$ cat config.mk
export PLATFORM = sky130hd
export DESIGN_NAME = board_io_ctrl
export DESIGN_NICKNAME = d
export VERILOG_FILES = /design/src/rtl/board_io_ctrl.sv
export SDC_FILE = /design/constraint.sdc
export NUM_CORES = 1
export LEC_CHECK = 0
export CORE_ASPECT_RATIO = 0.6
export CORE_MARGIN = 4
export CORE_UTILIZATION = 57
export CTS_BUF_LIST = sky130_fd_sc_hd__clkbuf_8
export CTS_CLUSTER_DIAMETER = 200
export DETAILED_ROUTE_END_ITERATION = 8
export PLACE_DENSITY = 0.82
export SYNTH_ARGS = -nofsm -noshare
export SYNTH_HDL_FRONTEND = slang
export SYNTH_SLANG_ARGS = --single-unit
export TNS_END_PERCENT = 5
$ cat constraint.sdc
create_clock -name clk -period 3.01 [get_ports clk]
set_input_delay 0.301 -clock clk [delete_from_list [all_inputs] [get_ports clk]]
set_output_delay 0.301 -clock clk [all_outputs]
set_load 0.03 [all_outputs]
$ cat src/rtl/board_io_ctrl.sv
`default_nettype none
// ============================================================================
//  Module   : board_io_ctrl
//  Purpose  : Board-I/O front end between raw DE0-CV pins and the core.
//             - 2-flop synchronisers on every button and switch input
//             - per-button debouncer with level output and one-cycle press pulse
//             - free-running tick every DIVISOR cycles, driving a blink phase
//             - NUM_HEX registered 7-segment digit drivers with blank/blink
//  Ports    : clk, rst (sync, active-high)
//             btn_raw[NUM_BTN]   async buttons, pressed = 1
//             sw_raw[NUM_SW]     async switches
//             value[4*NUM_HEX]   nibble i -> digit i
//             blank/blink[NUM_HEX]
//             tick, btn_level, btn_press, sw_sync, hex[7*NUM_HEX] {g..a}
//  Revision : 1.0  initial release
// ============================================================================
module board_io_ctrl #(
    parameter int DIVISOR        = 50_000_000,
    parameter int DEBOUNCE       = 500_000,
    parameter int NUM_BTN        = 3,
    parameter int NUM_SW         = 9,
    parameter int NUM_HEX        = 4,
    parameter bit HEX_ACTIVE_LOW = 1'b1
) (
    input  logic                   clk,
    input  logic                   rst,
    input  logic [NUM_BTN-1:0]     btn_raw,
    input  logic [NUM_SW-1:0]      sw_raw,
    input  logic [4*NUM_HEX-1:0]   value,
    input  logic [NUM_HEX-1:0]     blank,
    input  logic [NUM_HEX-1:0]     blink,
    output logic                   tick,
    output logic [NUM_BTN-1:0]     btn_level,
    output logic [NUM_BTN-1:0]     btn_press,
    output logic [NUM_SW-1:0]      sw_sync,
    output logic [7*NUM_HEX-1:0]   hex
);

    localparam int TW  = (DIVISOR > 1) ? $clog2(DIVISOR) : 1;
    localparam int DBW = $clog2(DEBOUNCE + 1);

    localparam logic [TW-1:0]  c_tick_max = TW'(DIVISOR - 1);
    localparam logic [DBW-1:0] c_db_last  = DBW'(DEBOUNCE - 1);
    localparam logic [6:0]     c_pol      = {7{HEX_ACTIVE_LOW}};

    // ------------------------------------------------------------------
    // Input synchronisers
    // ------------------------------------------------------------------
    logic [NUM_BTN-1:0] r_btn_s1, r_btn_s2;
    logic [NUM_SW-1:0]  r_sw_s1,  r_sw_s2;

    always_ff @(posedge clk) begin
        if (rst) begin
            r_btn_s1 <= '0;
            r_btn_s2 <= '0;
            r_sw_s1  <= '0;
            r_sw_s2  <= '0;
        end else begin
            r_btn_s1 <= btn_raw;
            r_btn_s2 <= r_btn_s1;
            r_sw_s1  <= sw_raw;
            r_sw_s2  <= r_sw_s1;
        end
    end

    assign sw_sync = r_sw_s2;

    // ------------------------------------------------------------------
    // Debouncers: the counter only advances while the synchronised input
    // disagrees with the accepted level, and toggles on the DEBOUNCE-th
    // consecutive disagreeing cycle, so it never exceeds DEBOUNCE-1.
    // ------------------------------------------------------------------
    logic [NUM_BTN-1:0] w_btn_level;
    logic [NUM_BTN-1:0] w_btn_press;

    generate
        for (genvar gi = 0; gi < NUM_BTN; gi++) begin : g_btn
            logic [DBW-1:0] r_cnt;
            logic           r_level;
            logic           r_press;

            always_ff @(posedge clk) begin
                if (rst) begin
                    r_cnt   <= '0;
                    r_level <= 1'b0;
                    r_press <= 1'b0;
                end else begin
                    r_press <= 1'b0;
                    if (r_btn_s2[gi] == r_level) begin
                        r_cnt <= '0;
                    end else if (r_cnt == c_db_last) begin
                        r_cnt   <= '0;
                        r_level <= ~r_level;
                        // Pulse only on the 0->1 acceptance, in the same
                        // cycle the new level becomes visible.
                        r_press <= ~r_level;
                    end else begin
                        r_cnt <= r_cnt + DBW'(1);
                    end
                end
            end

            assign w_btn_level[gi] = r_level;
            assign w_btn_press[gi] = r_press;
        end
    endgenerate

    assign btn_level = w_btn_level;
    assign btn_press = w_btn_press;

    // ------------------------------------------------------------------
    // Tick generator and blink phase. The tick is registered from the
    // next counter value so it lines up with the counter holding
    // DIVISOR-1 while staying low through reset (DIVISOR=1 -> stuck high).
    // ------------------------------------------------------------------
    logic [TW-1:0] r_tick_cnt;
    logic [TW-1:0] w_tick_cnt_nxt;
    logic          r_tick;
    logic          r_phase;

    assign w_tick_cnt_nxt = (r_tick_cnt == c_tick_max) ? '0 : r_tick_cnt + TW'(1);

    always_ff @(posedge clk) begin
        if (rst) begin
            r_tick_cnt <= '0;
            r_tick     <= 1'b0;
            r_phase    <= 1'b0;
        end else begin
            r_tick_cnt <= w_tick_cnt_nxt;
            r_tick     <= (w_tick_cnt_nxt == c_tick_max);
            r_phase    <= r_phase ^ r_tick;
        end
    end

    assign tick = r_tick;

    // ------------------------------------------------------------------
    // 7-segment drivers
    // ------------------------------------------------------------------
    function automatic logic [6:0] seg_decode(input logic [3:0] nib);
        logic [6:0] s;
        case (nib)
            4'h0: s = 7'h3F;
            4'h1: s = 7'h06;
            4'h2: s = 7'h5B;
            4'h3: s = 7'h4F;
            4'h4: s = 7'h66;
            4'h5: s = 7'h6D;
            4'h6: s = 7'h7D;
            4'h7: s = 7'h07;
            4'h8: s = 7'h7F;
            4'h9: s = 7'h6F;
            4'hA: s = 7'h77;
            4'hB: s = 7'h7C;
            4'hC: s = 7'h39;
            4'hD: s = 7'h5E;
            4'hE: s = 7'h79;
            default: s = 7'h71;
        endcase
        return s;
    endfunction

    logic [7*NUM_HEX-1:0] w_hex;

    generate
        for (genvar gh = 0; gh < NUM_HEX; gh++) begin : g_hex
            logic       w_dark;
            logic [6:0] r_digit;

            assign w_dark = blank[gh] | (blink[gh] & r_phase);

            always_ff @(posedge clk) begin
                if (rst) begin
                    r_digit <= c_pol;
                end else if (w_dark) begin
                    r_digit <= c_pol;
                end else begin
                    r_digit <= seg_decode(value[4*gh +: 4]) ^ c_pol;
                end
            end

            assign w_hex[7*gh +: 7] = r_digit;
        end
    endgenerate

    assign hex = w_hex;

endmodule
`default_nettype wire

==> impl_metrics.json <==
{
  "crit_arrival_ns": 2.83,
  "async_flop_share_pct": 0,
  "area_growth_syn_to_layout_pct": 19.8,
  "detail_route.vias_per_cell": 5.41,
  "layout.area.seq_um2": 2860,
  "period_share_pct": 82.4,
  "seq_area_frac_synth_pct": 45.2,
  "switchingPower_w": 0.000888,
  "drt_pre_antenna_iters": 4,
  "worst-endpoint-required_ns": 3.36,
  "cts_hold_repair.buffers": 0,
  "grt_overflow": 0,
  "cts_resized": 0,
  "die_y_um": 89.7,
  "floorplan.rows": 29,
  "place.gp.congestion": 0.957,
  "setup_viol": 0,
  "worstHoldPathType": "in2reg",
  "power-per-cell-area_nw_per_um2": 510,
  "cap_viol_max_count": 0,
  "placement.io_buffers": 81,
  "finalClockSkew_ns": 0.00910,
  "source_of_the_worst_hold_timing_path": "rst",
  "layout.filler_cells": 776,
  "netSwitchingFraction_pct": 22.9,
  "wl_mm": 13.7,
  "combined_area_of_the_multi_input_logic_cells_um2": 3200,
  "seq_power_share_pct": 50.3,
  "outcome": "finished clean",
  "routed-via-count": 4914,
  "tritoncts_num_sinks": 143,
  "final_hold_viol_count": 0,
  "rr_startpoint": "r_tick_cnt[0]",
  "die_width_um": 144,
  "grtUsageTotal_pct": 22.2,
  "drt_iter0_markers": 285,
  "pre_cts_ws_ns": 0.628,
  "synth_ff_type": "sky130_fd_sc_hd__dfxtp_1",
  "period_minus_slack_ns": 2.48,
  "timing_worst_setup_path_type": "reg2reg",
  "finalWorstSetupSlack_ns": 0.530,
  "grt_pass1_vias": 4843,
  "cts_made_buffers": 17,
  "antenna_found_initial": 0,
  "synth.distinct_cells": 47,
  "largest_net_degree_at_the_start_of_global_routing": 35,
  "timing_worst_slew_pin_value_ns": 0.915,
  "area_of_all_placed_cells_without_fillers_um2": 7590,
  "timing.slew.headroom_pct": 38.6,
  "clkPwrFrac_pct": 41.1,
  "layout_commonest_cell": "sky130_fd_sc_hd__dfxtp_1",
  "fp.dieArea_um2": 12900,
  "avgSynthCellArea_um2": 9.27,
  "crit_path_start": "r_tick_cnt[0]",
  "core_area_um2": 10700,
  "place.detailed.instances": 876,
  "htree_num_levels": 4,
  "most-common-layout-cells": "sky130_fd_sc_hd__dfxtp_1 (143), sky130_fd_sc_hd__nor2_1 (113), sky130_fd_sc_hd__clkdlybuf4s50_1 (80)",
  "critPathCaptureType": "register",
  "io_pins": 82,
  "root_buffer": "sky130_fd_sc_hd__clkbuf_8",
  "cts_tree": "built",
  "dpl.hpwl_mm": 9.98,
  "drive_above_1_share_pct": 5.98,
  "post-route-drc-count": 0,
  "share_comb_of_total_power_pct": 8.5,
  "yosysWarnings": 0,
  "setup_repair_after_global_routing_missed_its_margin": "no",
  "p_int_w": 0.00298,
  "synth_fp_nets": 746,
  "routedWlPerCell_um": 15.1,
  "grt_first_pass_wirelength_mm": 22.8,
  "place_area_um2": 7160,
  "post_synth_instance_area_um2": 6340,
  "tns_ns": 0,
  "final-instance-count-excl-fill": 908,
  "report.final.slew_viol_count": 0,
  "nNetsFinal": 818,
  "clock_tree.buffer_depth": 2,
  "postSynthRegisterBits": 143,
  "vdd.ir_drop.worst_v": 0.000268,
  "fmax_mhz": 403,
  "start_util_pct": 59.2,
  "syn_inst": 684,
  "antenna_left": 0,
  "cts_setup_buffers": 0,
  "antenna_cells_inserted": 0,
  "static-leakage-power_nw": 2.81,
  "clk-insertion-delay-late_ns": 0.44,
  "peak_fanout_along_the_critical_path": 6,
  "crit_path_start_kind": "register",
  "worst_setup_hold_path_clk_slew_ns": 0.08,
  "synth_edf_count": 0
}
## routing by layer
layer / global-route usage (%) / vias up / part of all wire [%]
met5: 0 / - / 0
met2: 34.9 / 111 / 46
met4: 8.29 / 0 / 0.72
li1: - / 2455 / -
met1: 29.4 / 2334 / 48
met3: 6.30 / 14 / 5.1
## state kept, by name, indices dropped and copies added, names as in the netlist, 9 cells and up
name,count
r_sw_s1,9
r_tick_cnt,26
g_hex.r_digit,28
sw_sync,9
g_btn.r_cnt,57
## area by class of cell
type	count	area share (%)
clock buffers	21	3.81
flip-flops and latches	143	37.7
inverters	27	1.34
well taps	139	2.29
repair buffers	83	10.8
clock inverters	11	1.83
multi-input cells	484	42.2
## power groups by stage
stage | sequential, W | combinational, W | clock, W
finish | 0.00195 | 0.000330 | 0.00159
global route | 0.00195 | 0.000357 | 0.00172
CTS | 0.00195 | 0.000331 | 0.00162
detailed placement | 0.00199 | 0.000326 | 0
global placement | 0.00199 | 0.000315 | 0
floorplan | 0.00205 | 0.000127 | 0
## final timing paths
kind	to	slack, ns	depth (start not counted)
setup / recovery	tick	0.53	6
hold / removal	g_btn[1].r_level	0.38	2
setup reg to reg	tick	0.53	6
hold reg to reg	sw_sync[8]	0.44	1
## synth_stat cells, types with 2 or more instances
master | number | area (um^2)
sky130_fd_sc_hd__or3_1 | 5 | 31.3
sky130_fd_sc_hd__a21oi_1 | 4 | 20.0
sky130_fd_sc_hd__nand2_1 | 38 | 143
sky130_fd_sc_hd__a21boi_0 | 4 | 30.0
sky130_fd_sc_hd__nor2b_1 | 32 | 200
sky130_fd_sc_hd__nand4_1 | 16 | 100
sky130_fd_sc_hd__nand2b_1 | 4 | 25.0
sky130_fd_sc_hd__o311ai_0 | 2 | 17.5
sky130_fd_sc_hd__mux2i_1 | 17 | 170
sky130_fd_sc_hd__nand3b_1 | 3 | 22.5
sky130_fd_sc_hd__nor2_1 | 113 | 424
sky130_fd_sc_hd__xor2_1 | 41 | 359
sky130_fd_sc_hd__inv_1 | 27 | 101
sky130_fd_sc_hd__and4_1 | 6 | 52.6
sky130_fd_sc_hd__clkbuf_1 | 14 | 52.6
sky130_fd_sc_hd__and3_1 | 13 | 81.3
sky130_fd_sc_hd__xnor2_1 | 36 | 315
sky130_fd_sc_hd__o31a_1 | 4 | 35.0
sky130_fd_sc_hd__or4_1 | 2 | 15.0
sky130_fd_sc_hd__mux4_2 | 4 | 90.1
sky130_fd_sc_hd__dfxtp_1 | 143 | 2860
sky130_fd_sc_hd__nor4b_1 | 5 | 43.8
sky130_fd_sc_hd__ha_1 | 24 | 300
sky130_fd_sc_hd__buf_4 | 7 | 52.6
sky130_fd_sc_hd__nor3_1 | 9 | 45.0
sky130_fd_sc_hd__o21ai_0 | 11 | 55.1
sky130_fd_sc_hd__nor4_4 | 3 | 63.8
sky130_fd_sc_hd__nand3_1 | 47 | 235
sky130_fd_sc_hd__o211ai_1 | 16 | 120
sky130_fd_sc_hd__buf_1 | 6 | 22.5
sky130_fd_sc_hd__nor4_1 | 4 | 25.0
sky130_fd_sc_hd__and2_1 | 3 | 18.8
sky130_fd_sc_hd__a211oi_1 | 7 | 52.6
## critical path, cell delays in order (launching register included)
cell and delay (ns):
sky130_fd_sc_hd__dfxtp_1 0.39, sky130_fd_sc_hd__nand3_1 0.33, sky130_fd_sc_hd__nor3_1 0.51, sky130_fd_sc_hd__mux2_2 0.40, sky130_fd_sc_hd__a2bb2oi_1 0.12, sky130_fd_sc_hd__or4_1 0.49, sky130_fd_sc_hd__nor4_2 0.15
## stage by stage
stage	total power, W	hold WS [ns]	utilization, %
floorplan	0.00217	0.414	-
global placement	0.00231	0.416	66.9
detailed placement	0.00232	0.423	66.9
CTS	0.00391	0.384	70.9
global route	0.00403	0.394	70.9
finish	0.00387	0.382	70.9
## cell families (layout without fill, tap and decap cells)
group,count (synthesis),after routing,synth area share [%]
buffers and inverters,57,142,4.28
DFF,143,143,45.2
and+or+nand+nor,310,310,25.3
AOI/OAI and AO/OA,51,51,5.59
adders and majority gates,24,24,4.74
xor gates and xnor gates,77,77,10.6
muxes,22,22,4.28
Power figures use the tool's default switching activity.
